==> config.mk <==
export PLATFORM = sky130hd
export DESIGN_NAME = packet_reassembler_flat
export DESIGN_NICKNAME = d
export VERILOG_FILES = /design/src/rtl/packet_reassembler_if.sv /design/src/rtl/packet_reassembler.sv /design/src/flat_wrapper.sv
export SDC_FILE = /design/constraint.sdc
export NUM_CORES = 1
export LEC_CHECK = 0
export CAP_MARGIN = 20
export CORE_ASPECT_RATIO = 1.25
export CORE_MARGIN = 2
export CORE_UTILIZATION = 60
export DETAILED_ROUTE_END_ITERATION = 7
export GPL_TIMING_DRIVEN = 0
export HOLD_SLACK_MARGIN = 0.03
export PLACE_DENSITY = 0.78
export SYNTH_ARGS = -nofsm -noshare
export SYNTH_HDL_FRONTEND = slang
export SYNTH_SLANG_ARGS = --single-unit
export TNS_END_PERCENT = 50
==> constraint.sdc <==
create_clock -name clk -period 23.3 [get_ports clk]
set_clock_uncertainty 0.15 [all_clocks]
set_input_delay 5.825 -clock clk [delete_from_list [all_inputs] [get_ports clk]]
set_output_delay 5.825 -clock clk [all_outputs]
set_load 0.005 [all_outputs]
==> src/rtl/packet_reassembler_if.sv <==
// Flit-in / packet-out bus of the packet reassembler.
//   input_data/valid_in          : flits from the router core port
//   packet_out/node_start_out/
//   packet_id_out/valid_out      : head of the completed-packet queue
//   ready_in                     : consumer pop request
// master drives flits and consumes packets; slave is the reassembler.
interface packet_reassembler_if #(
    parameter int unsigned NODE_COUNT      = 9,
    parameter int unsigned PACKET_ID_WIDTH = 5
);
    localparam int unsigned NW = $clog2(NODE_COUNT);
    localparam int unsigned FW = 1 + 2 * NW + 8 + PACKET_ID_WIDTH + 2;

    logic [FW-1:0]              input_data;
    logic                       valid_in;
    logic [31:0]                packet_out;
    logic [NW-1:0]              node_start_out;
    logic [PACKET_ID_WIDTH-1:0] packet_id_out;
    logic                       valid_out;
    logic                       ready_in;

    modport master (
        output input_data, valid_in, ready_in,
        input  packet_out, node_start_out, packet_id_out, valid_out
    );

    modport slave (
        input  input_data, valid_in, ready_in,
        output packet_out, node_start_out, packet_id_out, valid_out
    );
endinterface

==> src/rtl/packet_reassembler.sv <==
// Receive-side NoC endpoint: rebuilds 32-bit packets from 8-bit flits in per-source slots
// and queues completed packets in a FIFO.
//   clk, rst (sync, active high), ce (clock enable)
//   bus       : packet_reassembler_if.slave (flit input, packet output handshake)
//   busy_out  : FIFO full (registered)
//   pkt_count : packets pushed into the FIFO, saturating
//   err_count : error events, saturating
// Optional macro REASSEMBLER_STATS_EN: enables the counters and per-source id sequence
// checking; without it both counters are tied to zero.
module packet_reassembler #(
    parameter int unsigned NODE_ID         = 0,
    parameter int unsigned NODE_COUNT      = 9,
    parameter int unsigned QUEUE_DEPTH     = 8,
    parameter int unsigned PACKET_ID_WIDTH = 5
) (
    input  logic                clk,
    input  logic                rst,
    input  logic                ce,
    packet_reassembler_if.slave bus,
    output logic                busy_out,
    output logic [15:0]         pkt_count,
    output logic [15:0]         err_count
);
    localparam int unsigned NW   = $clog2(NODE_COUNT);
    localparam int unsigned PW   = PACKET_ID_WIDTH;
    localparam int unsigned AW   = $clog2(QUEUE_DEPTH);
    localparam int unsigned EW   = 32 + NW + PW;
    localparam int unsigned CW   = AW + 1;

    logic          flit_vld;
    logic [NW-1:0] flit_src;
    logic [NW-1:0] flit_dst;
    logic [PW-1:0] flit_id;
    logic [1:0]    flit_frag;
    logic [7:0]    flit_data;

    assign {flit_vld, flit_src, flit_dst, flit_id, flit_frag, flit_data} = bus.input_data;

    // Reassembly slots, one per source
    logic          slot_busy_q [NODE_COUNT];
    logic          slot_busy_d [NODE_COUNT];
    logic [PW-1:0] slot_id_q   [NODE_COUNT];
    logic [PW-1:0] slot_id_d   [NODE_COUNT];
    logic [3:0]    slot_mask_q [NODE_COUNT];
    logic [3:0]    slot_mask_d [NODE_COUNT];
    logic [31:0]   slot_buf_q  [NODE_COUNT];
    logic [31:0]   slot_buf_d  [NODE_COUNT];

    // Output FIFO
    logic [EW-1:0] mem_q [QUEUE_DEPTH];
    logic [AW-1:0] wr_ptr_q, wr_ptr_d, rd_ptr_q, rd_ptr_d;
    logic [CW-1:0] count_q, count_d;
    logic          busy_q, busy_d;

    logic          flit_take, pop, push, full, err_ev, slot_we;
    logic          cur_busy, nxt_busy;
    logic [PW-1:0] cur_id, nxt_id;
    logic [3:0]    cur_mask, nxt_mask, frag_oh;
    logic [31:0]   cur_buf, nxt_buf;
    logic [EW-1:0] push_entry;

    always_comb begin
        flit_take = ce & bus.valid_in & flit_vld;
        pop       = ce & (count_q != '0) & bus.ready_in;
        full      = (count_q == CW'(QUEUE_DEPTH));
        frag_oh   = 4'b0001 << flit_frag;

        cur_busy = 1'b0;
        cur_id   = '0;
        cur_mask = '0;
        cur_buf  = '0;
        for (int s = 0; s < NODE_COUNT; s++) begin
            if (flit_src == NW'(s)) begin
                cur_busy = slot_busy_q[s];
                cur_id   = slot_id_q[s];
                cur_mask = slot_mask_q[s];
                cur_buf  = slot_buf_q[s];
            end
        end

        nxt_busy = cur_busy;
        nxt_id   = cur_id;
        nxt_mask = cur_mask;
        nxt_buf  = cur_buf;
        slot_we  = 1'b0;
        err_ev   = 1'b0;
        push     = 1'b0;

        if (flit_take) begin
            if (flit_dst != NW'(NODE_ID) || 32'(flit_src) >= NODE_COUNT) begin
                err_ev = 1'b1;
            end else begin
                slot_we = 1'b1;
                if (!cur_busy || cur_id != flit_id) begin
                    // Idle slot, or a new id evicting an unfinished packet
                    err_ev   = cur_busy;
                    nxt_busy = 1'b1;
                    nxt_id   = flit_id;
                    nxt_mask = frag_oh;
                end else if ((cur_mask & frag_oh) != '0) begin
                    err_ev  = 1'b1;
                    slot_we = 1'b0;
                end else begin
                    nxt_mask = cur_mask | frag_oh;
                end
                nxt_buf[{flit_frag, 3'b000} +: 8] = flit_data;
                if (slot_we && nxt_mask == 4'b1111) begin
                    nxt_busy = 1'b0;
                    nxt_mask = '0;
                    // A same-cycle pop frees the entry we need
                    if (!full || pop) push = 1'b1;
                    else              err_ev = 1'b1;
                end
            end
        end

        push_entry = {nxt_buf, flit_src, flit_id};

        for (int s = 0; s < NODE_COUNT; s++) begin
            slot_busy_d[s] = slot_busy_q[s];
            slot_id_d[s]   = slot_id_q[s];
            slot_mask_d[s] = slot_mask_q[s];
            slot_buf_d[s]  = slot_buf_q[s];
            if (slot_we && flit_src == NW'(s)) begin
                slot_busy_d[s] = nxt_busy;
                slot_id_d[s]   = nxt_id;
                slot_mask_d[s] = nxt_mask;
                slot_buf_d[s]  = nxt_buf;
            end
        end

        wr_ptr_d = push ? wr_ptr_q + AW'(1) : wr_ptr_q;
        rd_ptr_d = pop  ? rd_ptr_q + AW'(1) : rd_ptr_q;
        count_d  = count_q + CW'(push) - CW'(pop);
        busy_d   = (count_d == CW'(QUEUE_DEPTH));
    end

    always_ff @(posedge clk) begin
        if (rst) begin
            for (int s = 0; s < NODE_COUNT; s++) begin
                slot_busy_q[s] <= 1'b0;
                slot_id_q[s]   <= '0;
                slot_mask_q[s] <= '0;
                slot_buf_q[s]  <= '0;
            end
            wr_ptr_q <= '0;
            rd_ptr_q <= '0;
            count_q  <= '0;
            busy_q   <= 1'b0;
        end else begin
            slot_busy_q <= slot_busy_d;
            slot_id_q   <= slot_id_d;
            slot_mask_q <= slot_mask_d;
            slot_buf_q  <= slot_buf_d;
            wr_ptr_q    <= wr_ptr_d;
            rd_ptr_q    <= rd_ptr_d;
            count_q     <= count_d;
            busy_q      <= busy_d;
        end
    end

    // Storage needs no reset: the head is masked to zero while the queue is empty
    always_ff @(posedge clk) begin
        if (!rst && push) mem_q[wr_ptr_q] <= push_entry;
    end

    logic [EW-1:0] head;
    assign head               = (count_q != '0) ? mem_q[rd_ptr_q] : '0;
    assign bus.valid_out      = (count_q != '0);
    assign bus.packet_out     = head[EW-1 -: 32];
    assign bus.node_start_out = head[PW +: NW];
    assign bus.packet_id_out  = head[PW-1:0];
    assign busy_out           = busy_q;

`ifdef REASSEMBLER_STATS_EN
    logic [PW-1:0] exp_id_q [NODE_COUNT];
    logic [PW-1:0] exp_id_d [NODE_COUNT];
    logic [15:0]   pkt_cnt_q, pkt_cnt_d, err_cnt_q, err_cnt_d;
    logic [PW-1:0] cur_exp;
    logic          seq_err;

    always_comb begin
        cur_exp = '0;
        for (int s = 0; s < NODE_COUNT; s++) begin
            exp_id_d[s] = exp_id_q[s];
            if (flit_src == NW'(s)) cur_exp = exp_id_q[s];
        end
        // Sequence is tracked only for packets that actually enter the queue
        seq_err = push && (cur_exp != flit_id);
        for (int s = 0; s < NODE_COUNT; s++) begin
            if (push && flit_src == NW'(s)) exp_id_d[s] = flit_id + PW'(1);
        end
        pkt_cnt_d = pkt_cnt_q;
        err_cnt_d = err_cnt_q;
        if (push && pkt_cnt_q != 16'hFFFF)                err_cnt_d = err_cnt_q;
        if (push && pkt_cnt_q != 16'hFFFF)                pkt_cnt_d = pkt_cnt_q + 16'd1;
        if ((err_ev || seq_err) && err_cnt_q != 16'hFFFF) err_cnt_d = err_cnt_q + 16'd1;
    end

    always_ff @(posedge clk) begin
        if (rst) begin
            for (int s = 0; s < NODE_COUNT; s++) exp_id_q[s] <= '0;
            pkt_cnt_q <= '0;
            err_cnt_q <= '0;
        end else begin
            exp_id_q  <= exp_id_d;
            pkt_cnt_q <= pkt_cnt_d;
            err_cnt_q <= err_cnt_d;
        end
    end

    assign pkt_count = pkt_cnt_q;
    assign err_count = err_cnt_q;
`else
    assign pkt_count = 16'd0;
    assign err_count = 16'd0;
`endif
endmodule
==> src/flat_wrapper.sv <==
// flat-port wrapper written by rule: the top's interface ports become plain ports
module packet_reassembler_flat 
#(
    parameter int unsigned NODE_ID         = 0,
    parameter int unsigned NODE_COUNT      = 9,
    parameter int unsigned QUEUE_DEPTH     = 8,
    parameter int unsigned PACKET_ID_WIDTH = 5
)
  (clk, rst, ce, busy_out, pkt_count, err_count, bus_input_data, bus_valid_in, bus_ready_in, bus_packet_out, bus_node_start_out, bus_packet_id_out, bus_valid_out);
  packet_reassembler_if #(.NODE_COUNT(NODE_COUNT), .PACKET_ID_WIDTH(PACKET_ID_WIDTH)) bus_i ();
  input  logic clk;
  input  logic rst;
  input  logic ce;
  output logic busy_out;
  output logic [15:0] pkt_count;
  output logic [15:0] err_count;
  input wire logic [$bits(bus_i.input_data)-1:0] bus_input_data;
  input wire logic [$bits(bus_i.valid_in)-1:0] bus_valid_in;
  input wire logic [$bits(bus_i.ready_in)-1:0] bus_ready_in;
  output wire logic [$bits(bus_i.packet_out)-1:0] bus_packet_out;
  output wire logic [$bits(bus_i.node_start_out)-1:0] bus_node_start_out;
  output wire logic [$bits(bus_i.packet_id_out)-1:0] bus_packet_id_out;
  output wire logic [$bits(bus_i.valid_out)-1:0] bus_valid_out;
  assign bus_i.input_data = bus_input_data;
  assign bus_i.valid_in = bus_valid_in;
  assign bus_i.ready_in = bus_ready_in;
  assign bus_packet_out = bus_i.packet_out;
  assign bus_node_start_out = bus_i.node_start_out;
  assign bus_packet_id_out = bus_i.packet_id_out;
  assign bus_valid_out = bus_i.valid_out;
  packet_reassembler #(.NODE_ID(NODE_ID), .NODE_COUNT(NODE_COUNT), .QUEUE_DEPTH(QUEUE_DEPTH), .PACKET_ID_WIDTH(PACKET_ID_WIDTH)) u_core (.clk(clk), .rst(rst), .ce(ce), .bus(bus_i), .busy_out(busy_out), .pkt_count(pkt_count), .err_count(err_count));
endmodule
---- After elaboration in Yosys (flattened, before gate mapping) ----
Memories as Yosys holds them, arrays and structs flattened. A register that Yosys moved wholly into a read port is not among the register bits.
Cells that the tools add are included.
word-level totals
  bits in registers ....................... 389
  latch bits .............................. 0
  memory bits (writable) .................. 328
  ROM bits ................................ 0
  input bits .............................. 29
  logic and storage cells ................. 157
  memories kept ........................... 1
memories
  name          depth  width  read ports  clocked after Yosys merged registers in  write ports  RTL line                  RTL
  u_core.mem_q  8      41     1           1                                        1            packet_reassembler.sv:50  logic [EW-1:0] mem_q [QUEUE_DEPTH];
cells by class
  add/subtract/negate cells ............... 5
  $mul .................................... 0
  divide/modulo/power cells ............... 0
  magnitude comparators ................... 1
  equality and inequality tests ........... 12
  shift-type cells ........................ 3
  mux-type cells .......................... 68
  bitwise operators ....................... 6
  reduce and logical (&&, ||, !) cells .... 21
operator list
  kind                                                                     number
  32-bit two-way mux                                                       11
  4-bit two-way mux                                                        16
  5-bit two-way mux                                                        12
  41-bit two-way mux                                                       1
  32-bit bitwise mux                                                       1
  8-bit by 7-bit variable shift with 32-bit output (first input constant)  1
  8-bit by 7-bit variable part select with 32-bit output                   1
  1-bit two-way mux                                                        25
  4-bit by 3-bit == test with 1-bit output (second input constant)         4
  4-bit == test (second input constant)                                    4
  4-bit nonzero test                                                       3
  1-bit logical AND                                                        11
  4-bit by 2-bit == test with 1-bit output (second input constant)         2
  5-bit negator with 7-bit output                                          1
  3-bit by 1-bit adder with 3-bit output (second input constant)           2
  3-bit two-way mux                                                        2
  5-bit != test                                                            1
  4-bit by 1-bit adder with 4-bit output                                   1
  1-bit AND                                                                4
  4-bit AND                                                                1
  4-bit by 1-bit == test with 1-bit output (second input constant)         1
  4-bit greater-or-equal comparator (second input constant)                1
  4-bit zero test                                                          1
  4-bit bitwise OR                                                         1
  other kinds (4)                                                          8

---- Logic depth before layout (Yosys ltp) ----
  depth after elaboration ................. 24
  gate-level depth with buffers ........... 20

---- Worst setup path before layout ----
No wires, ideal clock.
  kind .................................... input port to flip-flop
  from .................................... input bus_input_data[21]
  to ...................................... memory u_core.mem_q[2][0] (netlist name), enable pin
  setup time .............................. 0.542 ns
  arrival time ............................ 12.229 ns
  data required time ...................... 22.608 ns
  setup slack ............................. 10.379 ns
  stages .................................. 11
  path through ............................ buf_2 > or4b_4 > buf_6 > o22ai_2 > o31ai_1 > or3_1 > a221oi_2 > nor3b_4 > a21boi_2 > o211ai_4 > nor4_1
on the way
  word-level cells in the longest chain between the ends .. 24
RTL lines
  item                                       RTL line                   RTL
  from (decl)                                flat_wrapper.sv:17         input wire logic [$bits(bus_i.input_data)-1:0] bus_input_data;
  4-bit zero test                            packet_reassembler.sv:73   if (flit_src == NW'(s)) begin
  4-bit two-way mux (9 in series)            packet_reassembler.sv:73
  4-bit AND                                  packet_reassembler.sv:100  end else if ((cur_mask & frag_oh) != '0) begin
  4-bit nonzero test                         packet_reassembler.sv:100
  4-bit two-way mux                          packet_reassembler.sv:100
  4-bit two-way mux                          packet_reassembler.sv:94   if (!cur_busy || cur_id != flit_id) begin
  4-bit two-way mux                          packet_reassembler.sv:90   if (flit_dst != NW'(NODE_ID) || 32'(flit_src) >= NODE_COUNT) begin
  4-bit two-way mux                          packet_reassembler.sv:89   if (flit_take) begin
  4-bit == test                              packet_reassembler.sv:107  if (slot_we && nxt_mask == 4'b1111) begin
  1-bit logical AND                          packet_reassembler.sv:107
  1-bit two-way mux                          packet_reassembler.sv:107
  1-bit two-way mux *                        packet_reassembler.sv:90
  1-bit two-way mux *                        packet_reassembler.sv:89
  1-bit logical AND *                        packet_reassembler.sv:164  if (!rst && push) mem_q[wr_ptr_q] <= push_entry;
  1-bit two-way mux *                        packet_reassembler.sv:164
  1-bit two-way mux (not written as such) *  packet_reassembler.sv:164
  to (decl)                                  packet_reassembler.sv:50
Mark *: on every way between the ends. The rest lies on a longest branch, timed or not. The select of a mux whose other input is x is not followed.

---- Worst setup path in the final report ----
  from .................................... input bus_input_data[22]
  to ...................................... memory u_core.mem_q[0][19] (netlist name), enable pin
Same word-level chain as after synthesis.

==> flow_metrics.tcl <==
set metrics [dict create \
    worstPathArrival_ns 11.51 \
    final_min_period_over_clock_period_pct 48.7 \
    place_ws_ns 11.48 \
    layout-area-overhead-vs-synth_pct 14.6 \
    critical_path_s_slowest_cell "sky130_fd_sc_hd__clkbuf_1" \
    vdd_drop_max_mv 0.0559 \
    postSynth.topFlopCell "sky130_fd_sc_hd__dfxtp_1" \
    synth.cell_area_mm2 0.0301 \
    setup_tns_ns 0 \
    initial_antenna_violation_count 1 \
    fp.dieW_um 204 \
    remaining_max_slew_budget_at_the_tightest_pin_pct 20.6 \
    path_class "in2reg" \
    timing.max_cap.violations 0 \
    clk_transition_reported_paths_ns 0.06 \
    start_kind "input port" \
    die_area_mm2 0.0521 \
    clock_latency_on_the_worst_skew_pair_ns 0.61 \
    worstHoldPathType "reg2reg" \
    routedWlPerCell_um 26.5 \
    static-leakage-power_nw 10.8 \
    critPathMaxFanout 13 \
    detailedRoute.firstIterationViolations 2977 \
    use_met2_pct 60.5 \
    global_route.usage.met3_pct 6.56 \
    first_global_vias 23300 \
    min_from "u_core.slot_id_q[10]$_SDFFE_PP0P_" \
    r2r_end "u_core.mem_q[0][19]$_DFFE_PP_" \
    hold_depth 2 \
    number_of_hold_slack_violations_in_the_final_timing_report 0 \
    detail_route.vias_per_cell 6.53 \
    post_synth.cell_area_avg_um2 11.4 \
    critical_path.cell_chain "clkdlybuf4s50_1, buf_2, nor4b_1, clkbuf_1, a22oi_1, o31ai_1, o21ai_0, a221oi_2, nor3b_4, a21boi_2, o211ai_4, or3_4, nor3_4, buf_16, buf_16, buf_8" \
    clkSinkCount 720 \
    distinct_cells_synth 79 \
    final_net_count 2893 \
    route.final.wire_length_um 94000 \
    synth-seq-area-share_pct 58.7 \
    die_height_um 255 \
    final.setup.worst_slack_ns 11.96 \
    std_cell_rows 91 \
    fraction_of_layout_cells_with_a_size_suffix_above_1_pct 12.7 \
    beginning_of_the_worst_register_to_register_path "u_core.slot_id_q[43]$_SDFFE_PP0P_" \
    tritoncts_clock_tree "yes" \
    grt_max_degree 23 \
    power.total_mw 2.82 \
    place_hpwl_um 65100 \
    detail_route.first_pass.iterations 8 \
    worst-path-buf-inv 6 \
    gr-max-usage-layer "met2" \
    worst_path_dominant_cell_family "buffers and inverters" \
    clk_root_buffer_cell "sky130_fd_sc_hd__clkbuf_16" \
    worstSetupEndpointType "flip-flop" \
    power-per-cell-area_mw_per_mm2 81.5 \
    synth_enable_flop_cells 328 \
    gr-total-overflow 0 \
    syn-instance-count 2646 \
    synth-async-reset-ratio_pct 0 \
    diodes 0 \
    most_used_cell_along_the_critical_path "sky130_fd_sc_hd__buf_16" \
    slowest_delay_ns 0.71 \
    number_of_h_tree_levels 3 \
    final_count_of_pins_violating_max_slew 0 \
    cts.path.max_buffers 3 \
    ys_warn_count 0 \
    synth_seq_cells 720 \
    tightest_slew_ns 1.19 \
    ant_nets 0 \
    grt_pass1_wl_um 140000 \
    post-route-drc-count 6 \
    io_buffer_count 70 \
    cts-resized-gates 0 \
    met1_layer_usage_reported_by_global_route_pct 44.1 \
    hold_path_end "u_core.slot_id_q[10]$_SDFFE_PP0P_" \
    final_setup_violation_count 0 \
    core_region_area_mm2 0.0495 \
    setup.reg_to_reg.worst_slack_ns 18.69 \
    finalWeightedCongestion 0.973 \
    initial_core_util_pct 60.9 \
    num-fill-cells 3468 \
    reg2regPathDepth 14 \
    violations "design-rule violations" \
    postCtsHoldBufs 0 \
    critPathRequiredTime_ns 23.47 \
    max_freq_mhz 88.2 \
    cts_made_buffers 69 \
    vias 23200 \
    groute.usage.overall_pct 36.2 \
    postCtsSetupBuffers 0 \
    rsz0062_at_grt "no" \
    period_minus_slack_ns 11.34 \
    outcome "finished, violations left" \
    postLayoutCoreUtil_pct 69.8 \
    number_of_i_o_pins 104 \
]
-- stage by stage --
step / hold slack [ns] / instance area (um^2) / instances
after global placement: 0.287 / 31800 / 3398
after floorplan: 0.277 / 30300 / 2677
final: 0.300 / 34600 / 3552
after global routing: 0.319 / 34600 / 3552
after CTS: 0.302 / 34500 / 3550
after detailed placement: 0.294 / 32200 / 3425
-- cell usage in the layout, fill, tap and decap left out, types with 18 or more instances in the layout --
cell / synthesis / final
sky130_fd_sc_hd__dfxtp_1: 392 / 392
sky130_fd_sc_hd__nand3b_1: 43 / 43
sky130_fd_sc_hd__buf_2: 46 / 46
sky130_fd_sc_hd__edfxtp_1: 328 / 328
sky130_fd_sc_hd__buf_1: 30 / 30
sky130_fd_sc_hd__conb_1: 1 / 32
sky130_fd_sc_hd__o21ai_0: 60 / 60
sky130_fd_sc_hd__clkbuf_16: 0 / 74
sky130_fd_sc_hd__mux4_2: 86 / 86
sky130_fd_sc_hd__nor2_1: 329 / 326
sky130_fd_sc_hd__clkdlybuf4s50_1: 0 / 70
sky130_fd_sc_hd__mux2i_1: 81 / 81
sky130_fd_sc_hd__inv_1: 48 / 48
sky130_fd_sc_hd__clkbuf_1: 140 / 149
sky130_fd_sc_hd__clkbuf_8: 0 / 18
sky130_fd_sc_hd__nand2_1: 268 / 268
sky130_fd_sc_hd__a21oi_1: 135 / 134
sky130_fd_sc_hd__nand3_1: 44 / 44
sky130_fd_sc_hd__o21a_1: 20 / 20
sky130_fd_sc_hd__buf_4: 32 / 43
sky130_fd_sc_hd__a22oi_1: 62 / 62
sky130_fd_sc_hd__a221oi_1: 19 / 19
sky130_fd_sc_hd__a211oi_1: 242 / 242
-- worst max path at each step --
stage	from	end	slack [ns]	cells after the start
after floorplan	bus_input_data[21]	u_core.mem_q[2][0]$_DFFE_PP_	10.38	11
after global placement	bus_input_data[22]	u_core.mem_q[2][24]$_DFFE_PP_	5.22	12
after detailed placement	bus_input_data[20]	u_core.mem_q[0][19]$_DFFE_PP_	11.48	17
after CTS	bus_input_data[20]	u_core.mem_q[0][19]$_DFFE_PP_	12.11	16
after global routing	bus_input_data[22]	u_core.mem_q[0][13]$_DFFE_PP_	11.62	16
final	bus_input_data[22]	u_core.mem_q[0][19]$_DFFE_PP_	11.96	16
-- power breakdown --
| part | switching, mW | internal (mW) | total, mW |
|---|---|---|---|
| Combinational | 0.173 | 0.161 | 0.335 |
| Sequential | 0.00238 | 1.32 | 1.32 |
| Clock | 0.492 | 0.674 | 1.17 |
| Total | 0.668 | 2.15 | 2.82 |
-- cell families (layout without fill, tap and decap cells) --
logic type | after synthesis | in the layout | share of synthesized area (%)
AND/OR/NAND/NOR | 783 | 783 | 11.6
flip-flops | 720 | 720 | 58.7
AO/OA/AOI/OAI | 638 | 638 | 14.8
buffers and inverters | 299 | 523 | 4.39
multiplexers | 179 | 179 | 9.56
adder cells (fa/ha/maj) | 17 | 17 | 0.730
XOR/XNOR | 9 | 9 | 0.261
other | 1 | 32 | 0.0124
-- worst register-to-register path, cell delays in order (launching register included) --
cell	delay, ns
sky130_fd_sc_hd__dfxtp_1	0.34
sky130_fd_sc_hd__o21bai_1	0.09
sky130_fd_sc_hd__a221oi_1	0.39
sky130_fd_sc_hd__o22ai_1	0.18
sky130_fd_sc_hd__a31oi_1	0.29
sky130_fd_sc_hd__xor2_1	0.33
sky130_fd_sc_hd__nand4bb_1	0.19
sky130_fd_sc_hd__buf_2	0.26
sky130_fd_sc_hd__a32o_1	0.31
sky130_fd_sc_hd__o211ai_4	0.21
sky130_fd_sc_hd__or3_4	0.46
sky130_fd_sc_hd__nor3_4	0.51
sky130_fd_sc_hd__buf_16	0.24
sky130_fd_sc_hd__buf_16	0.17
sky130_fd_sc_hd__buf_8	0.17
-- final cells by class --
type / count / area (um^2) / area share (%)
multi-input combinational: 1658 / 11300 / 32.7
tap: 651 / 815 / 2.36
sequential: 720 / 17700 / 51.2
timing repair buffer: 99 / 1060 / 3.08
clock inverter: 23 / 221 / 0.641
buffer: 251 / 1140 / 3.30
inverter: 48 / 180 / 0.521
clock buffer: 102 / 2140 / 6.19
-- cell usage after synthesis, drive strengths merged, types with 43 or more instances --
cell | number | area (um^2)
edfxtp | 328 | 9850
buf | 111 | 617
mux4 | 86 | 1940
nand3 | 44 | 220
mux2i | 81 | 811
clkbuf | 140 | 526
nand2 | 269 | 1010
nor2 | 329 | 1230
a21oi | 136 | 684
inv | 48 | 180
dfxtp | 392 | 7850
nand3b | 43 | 323
a211oi | 242 | 1820
o21ai | 70 | 388
a22oi | 62 | 465
-- per-layer routing --
layer / vias to the layer above / routed length [um] / share of wire (%)
li1: 10100 / - / -
met2: 1420 / 45600 / 49
met1: 11300 / 34200 / 36
met4: 2 / 5620 / 6.0
met5: - / 12 / 0.013
met3: 328 / 8580 / 9.1
-- flip-flops by register name (all words and copies together), names as in the netlist, named ones only --
| name | cells |
|---|---|
| u_core.slot_busy_q | 9 |
| u_core.rd_ptr_q | 3 |
| u_core.slot_mask_q | 36 |
| u_core.busy_out | 1 |
| u_core.wr_ptr_q | 3 |
| u_core.mem_q | 328 |
| u_core.count_q | 4 |
| u_core.slot_id_q | 45 |
| u_core.slot_buf_q | 288 |
No activity file was read; power rests on OpenSTA's default activity.
